File: config.mk
export PLATFORM = sky130hd
export DESIGN_NAME = game_timer
export DESIGN_NICKNAME = d
export VERILOG_FILES = /design/src/rtl/game_timer.sv
export SDC_FILE = /design/constraint.sdc
export NUM_CORES = 1
export LEC_CHECK = 0
export BUFFER_PORTS_ARGS = -buffer_cell sky130_fd_sc_hd__buf_2
export CORE_ASPECT_RATIO = 0.6
export CORE_MARGIN = 4
export CORE_UTILIZATION = 40
export CTS_CLUSTER_DIAMETER = 80
export DETAILED_ROUTE_END_ITERATION = 8
export GPL_ROUTABILITY_DRIVEN = 0
export HOLD_SLACK_MARGIN = 0.12
export PLACE_DENSITY = 0.55
export SETUP_SLACK_MARGIN = 0.05
export SYNTH_ARGS = -nofsm -noshare
export SYNTH_HDL_FRONTEND = slang
export SYNTH_SLANG_ARGS = --single-unit
File: constraint.sdc
create_clock -name clk -period 3.83 [get_ports clk]
set_input_delay 0.5745 -clock clk [delete_from_list [all_inputs] [get_ports clk]]
set_output_delay 0.5745 -clock clk [all_outputs]
set_load 0.01 [all_outputs]
File: src/rtl/game_timer.sv
// Seconds timer for the Saper game: divides clk into a 1 s tick and counts
// elapsed time up to MAX_SEC, or counts down from a preset with a sticky timeout.
module game_timer #(
   parameter int unsigned TICK_DIV = 65_000_000,
   parameter int unsigned MAX_SEC  = 99
) (
   input  logic       clk,
   input  logic       rst_n,
   input  logic       start,
   input  logic       halt,
   input  logic       clear,
   input  logic       down,
   input  logic [7:0] preset,
   output logic [7:0] seconds,
   output logic       running,
   output logic       sec_tick,
   output logic       timeout
);

   localparam int unsigned PW = (TICK_DIV > 1) ? $clog2(TICK_DIV) : 1;
   localparam logic [PW-1:0] PLAST = PW'(TICK_DIV - 1);
   localparam logic [7:0] MAX8 = 8'(MAX_SEC);

   typedef enum logic [1:0] {IDLE, RUN, PAUSED, DONE} state_t;

   state_t        state, state_n;
   logic [PW-1:0] presc, presc_n;
   logic          mode, mode_n;
   logic [7:0]    sec_n, loaded, sec_step;
   logic          tick_n, timeout_n, running_n;
   logic          presc_wrap, terminal;

   // State and registered outputs
   always_ff @(posedge clk or negedge rst_n) begin
      if (!rst_n) begin
         state    <= IDLE;
         presc    <= '0;
         mode     <= 1'b0;
         seconds  <= 8'd0;
         running  <= 1'b0;
         sec_tick <= 1'b0;
         timeout  <= 1'b0;
      end else begin
         state    <= state_n;
         presc    <= presc_n;
         mode     <= mode_n;
         seconds  <= sec_n;
         running  <= running_n;
         sec_tick <= tick_n;
         timeout  <= timeout_n;
      end
   end

   // Next state; a tick on the halt cycle still counts, and a terminal tick beats the pause
   always_comb begin
      state_n    = state;
      presc_n    = presc;
      mode_n     = mode;
      sec_n      = seconds;
      tick_n     = 1'b0;
      timeout_n  = timeout;
      loaded     = (preset > MAX8) ? MAX8 : preset;
      presc_wrap = (presc == PLAST);
      sec_step   = mode ? (seconds - 8'd1) : (seconds + 8'd1);
      terminal   = mode ? (sec_step == 8'd0) : (sec_step >= MAX8);

      if (clear) begin
         state_n   = IDLE;
         presc_n   = '0;
         sec_n     = 8'd0;
         timeout_n = 1'b0;
      end else begin
         case (state)
            IDLE: begin
               if (start) begin
                  presc_n = '0;
                  mode_n  = down;
                  if (!down) begin
                     sec_n   = 8'd0;
                     state_n = RUN;
                  end else begin
                     sec_n = loaded;
                     if (loaded == 8'd0) begin
                        state_n   = DONE;
                        timeout_n = 1'b1;
                     end else begin
                        state_n = RUN;
                     end
                  end
               end
            end
            RUN: begin
               if (presc_wrap) begin
                  presc_n = '0;
                  tick_n  = 1'b1;
                  sec_n   = sec_step;
                  if (terminal) begin
                     state_n   = DONE;
                     timeout_n = 1'b1;
                  end else if (halt) begin
                     state_n = PAUSED;
                  end
               end else if (halt) begin
                  state_n = PAUSED;
               end else begin
                  presc_n = presc + PW'(1);
               end
            end
            PAUSED: begin
               if (start) state_n = RUN;
            end
            DONE: begin
               state_n = DONE;
            end
            default: state_n = IDLE;
         endcase
      end

      running_n = (state_n == RUN);
   end

endmodule

---- Yosys cells after proc, flatten, opt, wreduce, memory -nomap -nowiden ----
Cells that the tools add are included.
storage, ports and cells
  word-level logic and storage cells ...... 64
  register bits ........................... 40
  output and inout bits ................... 11
  bits of input ports ..................... 14
operators by class
  add/sub/neg operators ................... 3
  reduce and logical (&&, ||, !) cells .... 8
  muxes and demuxes ....................... 32
  $lt $le $gt $ge ......................... 2
  bitwise logic cells ..................... 1
  equal/unequal tests ..................... 11
operators by type and width
  operator                                                                             count
  26-bit 2-to-1 mux                                                                    4
  26-bit case mux with 2 select lines                                                  1
  8-bit 2-to-1 mux                                                                     6
  26-bit by 1-bit adder with 26-bit output, second input constant                      1
  26-bit == test, second input constant                                                1
  8-bit zero test                                                                      2
  2-bit 2-to-1 mux                                                                     8
  8-bit case mux with 2 select lines                                                   1
  3-bit inequality test, second input constant                                         5
  1-bit 2-to-1 mux                                                                     10
  3-bit AND reduction                                                                  3
  8-bit by 1-bit adder with 8-bit output, second input constant                        1
  8-bit by 7-bit greater-or-equal comparator with 1-bit output, second input constant  1
  8-bit by 7-bit > comparator with 1-bit output, second input constant                 1
  2-bit case mux with 4 select lines                                                   1
  8-bit by 1-bit subtractor with 8-bit output, second input constant                   1
  6-bit AND reduction                                                                  1
  2-bit by 1-bit == test with 1-bit output, second input constant                      2
  2-bit == test, second input constant                                                 2
  4-bit inequality test, second input constant                                         1
  3-bit nonzero test                                                                   1
  2-bit zero test                                                                      1
  1-bit case mux with 2 select lines                                                   1
  1-bit inverter                                                                       1

---- Logic depth before layout (Yosys ltp) ----
  depth after elaboration ................. 9
  mapped depth ............................ 9
  gate-level depth less buffers ........... 8

---- Worst setup path after synthesis ----
OpenSTA, ideal clock, no wires.
  kind .................................... register to register
  start point ............................. reg seconds[0]
  end point ............................... reg timeout
  required time ........................... 3.752 ns
  arrival ................................. 2.745 ns
  cell stages (with the launch flop) ...... 9
  period minus slack after synthesis ...... 2.823 ns
  slack ................................... 1.007 ns
  cell sequence ........................... dfrtp_1 fa_1 a211o_1 a2111oi_0 a2111oi_0 or4_1 o221a_2 a211o_1 a21oi_1
on the way
  longest elaborated chain between the ends .. 6
RTL lines
  what                                                                                                   line  source
  from (decl)                                                                                            14    output logic [7:0] seconds,
  from (signal assigned)                                                                                 47    seconds <= sec_n;
  8-bit by 1-bit adder with 8-bit output or 8-bit by 1-bit subtractor with 8-bit output (tied branches)  64    sec_step = mode ? (seconds - 8'd1) : (seconds + 8'd1);
  8-bit 2-to-1 mux *                                                                                     64
  8-bit by 7-bit greater-or-equal comparator with 1-bit output or 8-bit zero test (tied branches)        65    terminal = mode ? (sec_step == 8'd0) : (sec_step >= MAX8);
  1-bit 2-to-1 mux *                                                                                     65
  3-bit inequality test (no line) *                                                                      -
  6-bit AND reduction (no line) *                                                                        -
  to (signal assigned)                                                                                   50    timeout <= timeout_n;
  to (decl)                                                                                              17    output logic timeout
Mark *: on every way between the ends. The rest lies on a longest branch, timed or not.
A chain may end at the register's enable or synchronous reset.

---- Final worst setup path ----
  start point ............................. reg mode
  end point ............................... reg timeout
on the way
  longest elaborated chain between the ends .. 5
RTL lines
  what                                                                                             line  source
  from (decl)                                                                                      28    logic mode, mode_n;
  from (signal assigned)                                                                           46    mode <= mode_n;
  8-bit 2-to-1 mux                                                                                 64
  8-bit by 7-bit greater-or-equal comparator with 1-bit output or 8-bit zero test (tied branches)  65
  1-bit 2-to-1 mux *                                                                               65
  3-bit inequality test (no line) *                                                                -
  6-bit AND reduction (no line) *                                                                  -
Marked as above.

==> results.rst <==
.. list-table::
   :header-rows: 1

   * - Metric
     - Value
   * - Transition time at the pin with the least slew margin
     - 0.889 ns
   * - Leakage
     - 0.00119 uW
   * - Number of vias in the routed layout
     - 2,176
   * - Post-synthesis async set-or-reset flop share
     - 100%
   * - Number of endpoints failing setup at the final stage
     - 0
   * - Most used cell, CP
     - a211o_1
   * - Ranking of synthesized cells by instance count
     - dfrtp_1, nor2_1, nand2_1, o21ai_0, nand3_1
   * - Global-route wire length before repair
     - 10,500 microns
   * - Run status
     - finished clean
   * - Number of detailed-route iterations in the first pass
     - 4
   * - GRT overflow
     - 0
   * - TritonCTS buffer count
     - 5
   * - Latest clock arrival within the worst-skew pair
     - 0.30 ns
   * - Number of nets in the layout
     - 339
   * - Setup_tns
     - 0 ns
   * - Number of gates resized after cts
     - 0
   * - Final critical path time including I/O delays and setup
     - 3.17 ns
   * - Clock-pin transition on the worst setup and hold timing paths
     - 0.09 ns
   * - Fraction of synthesized cell area taken by the top area cell type
     - 39.5%
   * - Placed cell count
     - 392
   * - Drt wl/cell
     - 15.8 microns
   * - Critical path data arrival time
     - 3.40 ns
   * - Top cell type by total area after synthesis
     - dfrtp_1
   * - Data required time of the critical path
     - 4.05 ns
   * - Violation count after the first detailed-routing iteration
     - 184
   * - Number of I/O port buffers
     - 24
   * - DIE AREA
     - 7720 sq um
   * - Starting Density
     - 41.3%
   * - Highest achievable clock rate
     - 315 MHz
   * - Maximum number of pins on one net before global-route repair
     - 41
   * - Core Footprint
     - 6140 sq um
   * - Wire length on met1
     - 3570 microns
   * - DIE WIDTH
     - 111 microns
   * - Largest cells by area after synthesis
     - dfrtp_1, nor2_1, ha_1
   * - Sink count of the clock tree
     - 40
   * - Worst rel slew slack
     - 40.8%
   * - Power, Total
     - 1120 uW
   * - Standard-cell rows
     - 22
   * - Nets in the synthesized netlist
     - 317
   * - Top Ports
     - 25
   * - Number of antenna violations at the first check in global routing
     - 0
   * - Endpoint type of the worst setup path
     - flip-flop
   * - Top cell family by delay on the critical path
     - compound AO/OA/AOI/OAI gates
   * - Critical path class
     - flip-flop to flip-flop
   * - Count of flip-flops with a built-in enable after synthesis
     - 0
   * - Total length of routed wires
     - 6310 microns
   * - Final Hold Viols
     - 0
   * - Level count of the clock H-tree
     - 2
   * - Buffering stage count on the worst path with inverters included
     - 0
   * - Pins Over Slew Limit
     - 0
   * - Synth Instances
     - 293
   * - Layout overhead on the synthesized area
     - 12.0%
   * - Flip-flop cell with the highest count after synthesis
     - dfrtp_1
   * - TritonCTS clock tree
     - built
   * - Max clock buf depth
     - 2
   * - Critical path fanouts, max
     - 12
   * - Setup repair after global routing missed its margin
     - no
   * - Wire length on met3
     - 414 microns
   * - Netlist cell types
     - 50
   * - Number of post-CTS setup repair buffers
     - 0
   * - # hold bufs at CTS
     - 0
   * - Share of layout cells above drive strength 1
     - 12.7%
   * - Max-capacitance violation count
     - 0
   * - Total number of yosys warnings
     - 0
   * - PwrDens
     - 393 nW/um^2
   * - Final core utilization
     - 46.3%
   * - Critical path launch point type
     - flip-flop
   * - Worst stage delay on the critical path
     - 0.64 ns
   * - Residual DRC
     - 0
   * - Number of diodes
     - 0
   * - Count of state elements after synthesis
     - 40
   * - Via-per-instance ratio
     - 5.44
   * - Average cell area after synthesis
     - 8.66 sq um
   * - Crit-path slowest cell
     - a2111oi_0
   * - Overall routing resource usage
     - 16.7%
   * - Sequential cell area fraction in the yosys report
     - 39.5%
   * - Synthesized area
     - 2540 sq um
   * - Detailed route wirelength on metal2
     - 2280 microns
   * - Remaining number of nets flagged by the antenna check after routing
     - 0
   * - Height of the chip
     - 69.7 microns
   * - Largest voltage drop on the vdd net
     - 147 uV
   * - Non-Filler Instances
     - 400
   * - HP Class
     - input port to asynchronous set/reset pin
   * - Worst clock skew
     - 0.0115 ns
   * - Dpl hpwl
     - 4640 microns
   * - Fillcell total
     - 599
   * - Max layer used
     - met4
   * - Vias in the first global route
     - 2,035
   * - Part of the cycle the worst path needs
     - 82.8%
   * - Chain of cells forming the critical path
     - fa_1 -> a211o_1 -> and4_1 -> a2111oi_0 -> nand2_1 -> o221a_2 -> a211o_1 -> a21oi_1
   * - Clk root buf
     - clkbuf_8
   * - Worst hold slack
     - 0.387 ns
worst reg2reg max path: stages (launching register included):
cell and delay, ns:
dfrtp_1 0.56, fa_1 0.53, a211o_1 0.33, and4_1 0.20, a2111oi_0 0.64, nand2_1 0.11, o221a_2 0.31, a211o_1 0.30
a21oi_1 0.13
metal layers:
layer	GRT usage [%]	up-vias
met5	0	-
met1	28.1	1026
met3	4.10	5
met4	3.69	0
met2	20.4	41
li1	-	1104
cell type report:
class	count	area, sq um	share of cell area, %
Multi-Input combinational cell	234	1460	51.5
Sequential cell	40	1000	35.2
Timing Repair Buffer	25	128	4.49
Tap cell	84	105	3.70
Clock buffer	5	68.8	2.42
Clock inverter	3	42.5	1.50
Inverter	9	33.8	1.19
report_power, final:
part | internal [uW] | total, uW | switching (uW) | leakage, uW
clock network | 193 | 351 | 158 | 0.0000541
registers | 438 | 464 | 26.3 | 0.000550
logic | 119 | 302 | 183 | 0.000586
cell usage in the layout, fill, tap and decap left out, types with 4 or more instances in the layout:
cell and n:
buf_2 24, nand3_1 14, ha_1 9, inv_1 9, xnor2_1 10, clkbuf_8 5
xor2_1 10, nand4_1 5, or3_1 5, a2111oi_0 4, dfrtp_1 40, o31ai_1 8
nor2_1 40, nand2_1 28, nor3_1 9, a21oi_1 11, nand2b_1 8, o21ai_0 22
cells by family after synthesis:
family,share of synthesized area (%)
DFF,39.5
and+or+nand+nor,27.8
xor gates and xnor gates,6.91
AOI/OAI and AO/OA,17.7
buffers and inverters,2.91
adders and majority gates,5.23
sequential cells by signal, summed over array words and instances (netlist names):
register  count
sec_tick      1
mode          1
state         2
seconds       8
running       1
presc        26
timeout       1
worst paths after layout:
check                                    start                    end  slack [ns]  cells past startpoint
min in group clk           timeout$_DFFE_PN0P_    timeout$_DFFE_PN0P_        0.52                      2
setup reg to reg              mode$_DFFE_PN0P_    timeout$_DFFE_PN0P_        0.66                      8
hold reg to reg            timeout$_DFFE_PN0P_    timeout$_DFFE_PN0P_        0.52                      2
setup / recovery              mode$_DFFE_PN0P_    timeout$_DFFE_PN0P_        0.66                      8
max in group asynchronous                rst_n       mode$_DFFE_PN0P_        2.87                      1
hold / removal                           rst_n  presc[25]$_DFFE_PN0P_        0.39                      1
metrics by stage:
step	area, sq um	worst slack, ns
after detailed placement	2730	0.678
after global routing	2840	0.490
after floorplan	2540	1.01
final	2840	0.658
after CTS	2840	0.690
after global placement	2730	0.741
No activity file was read; power rests on OpenSTA's default activity.
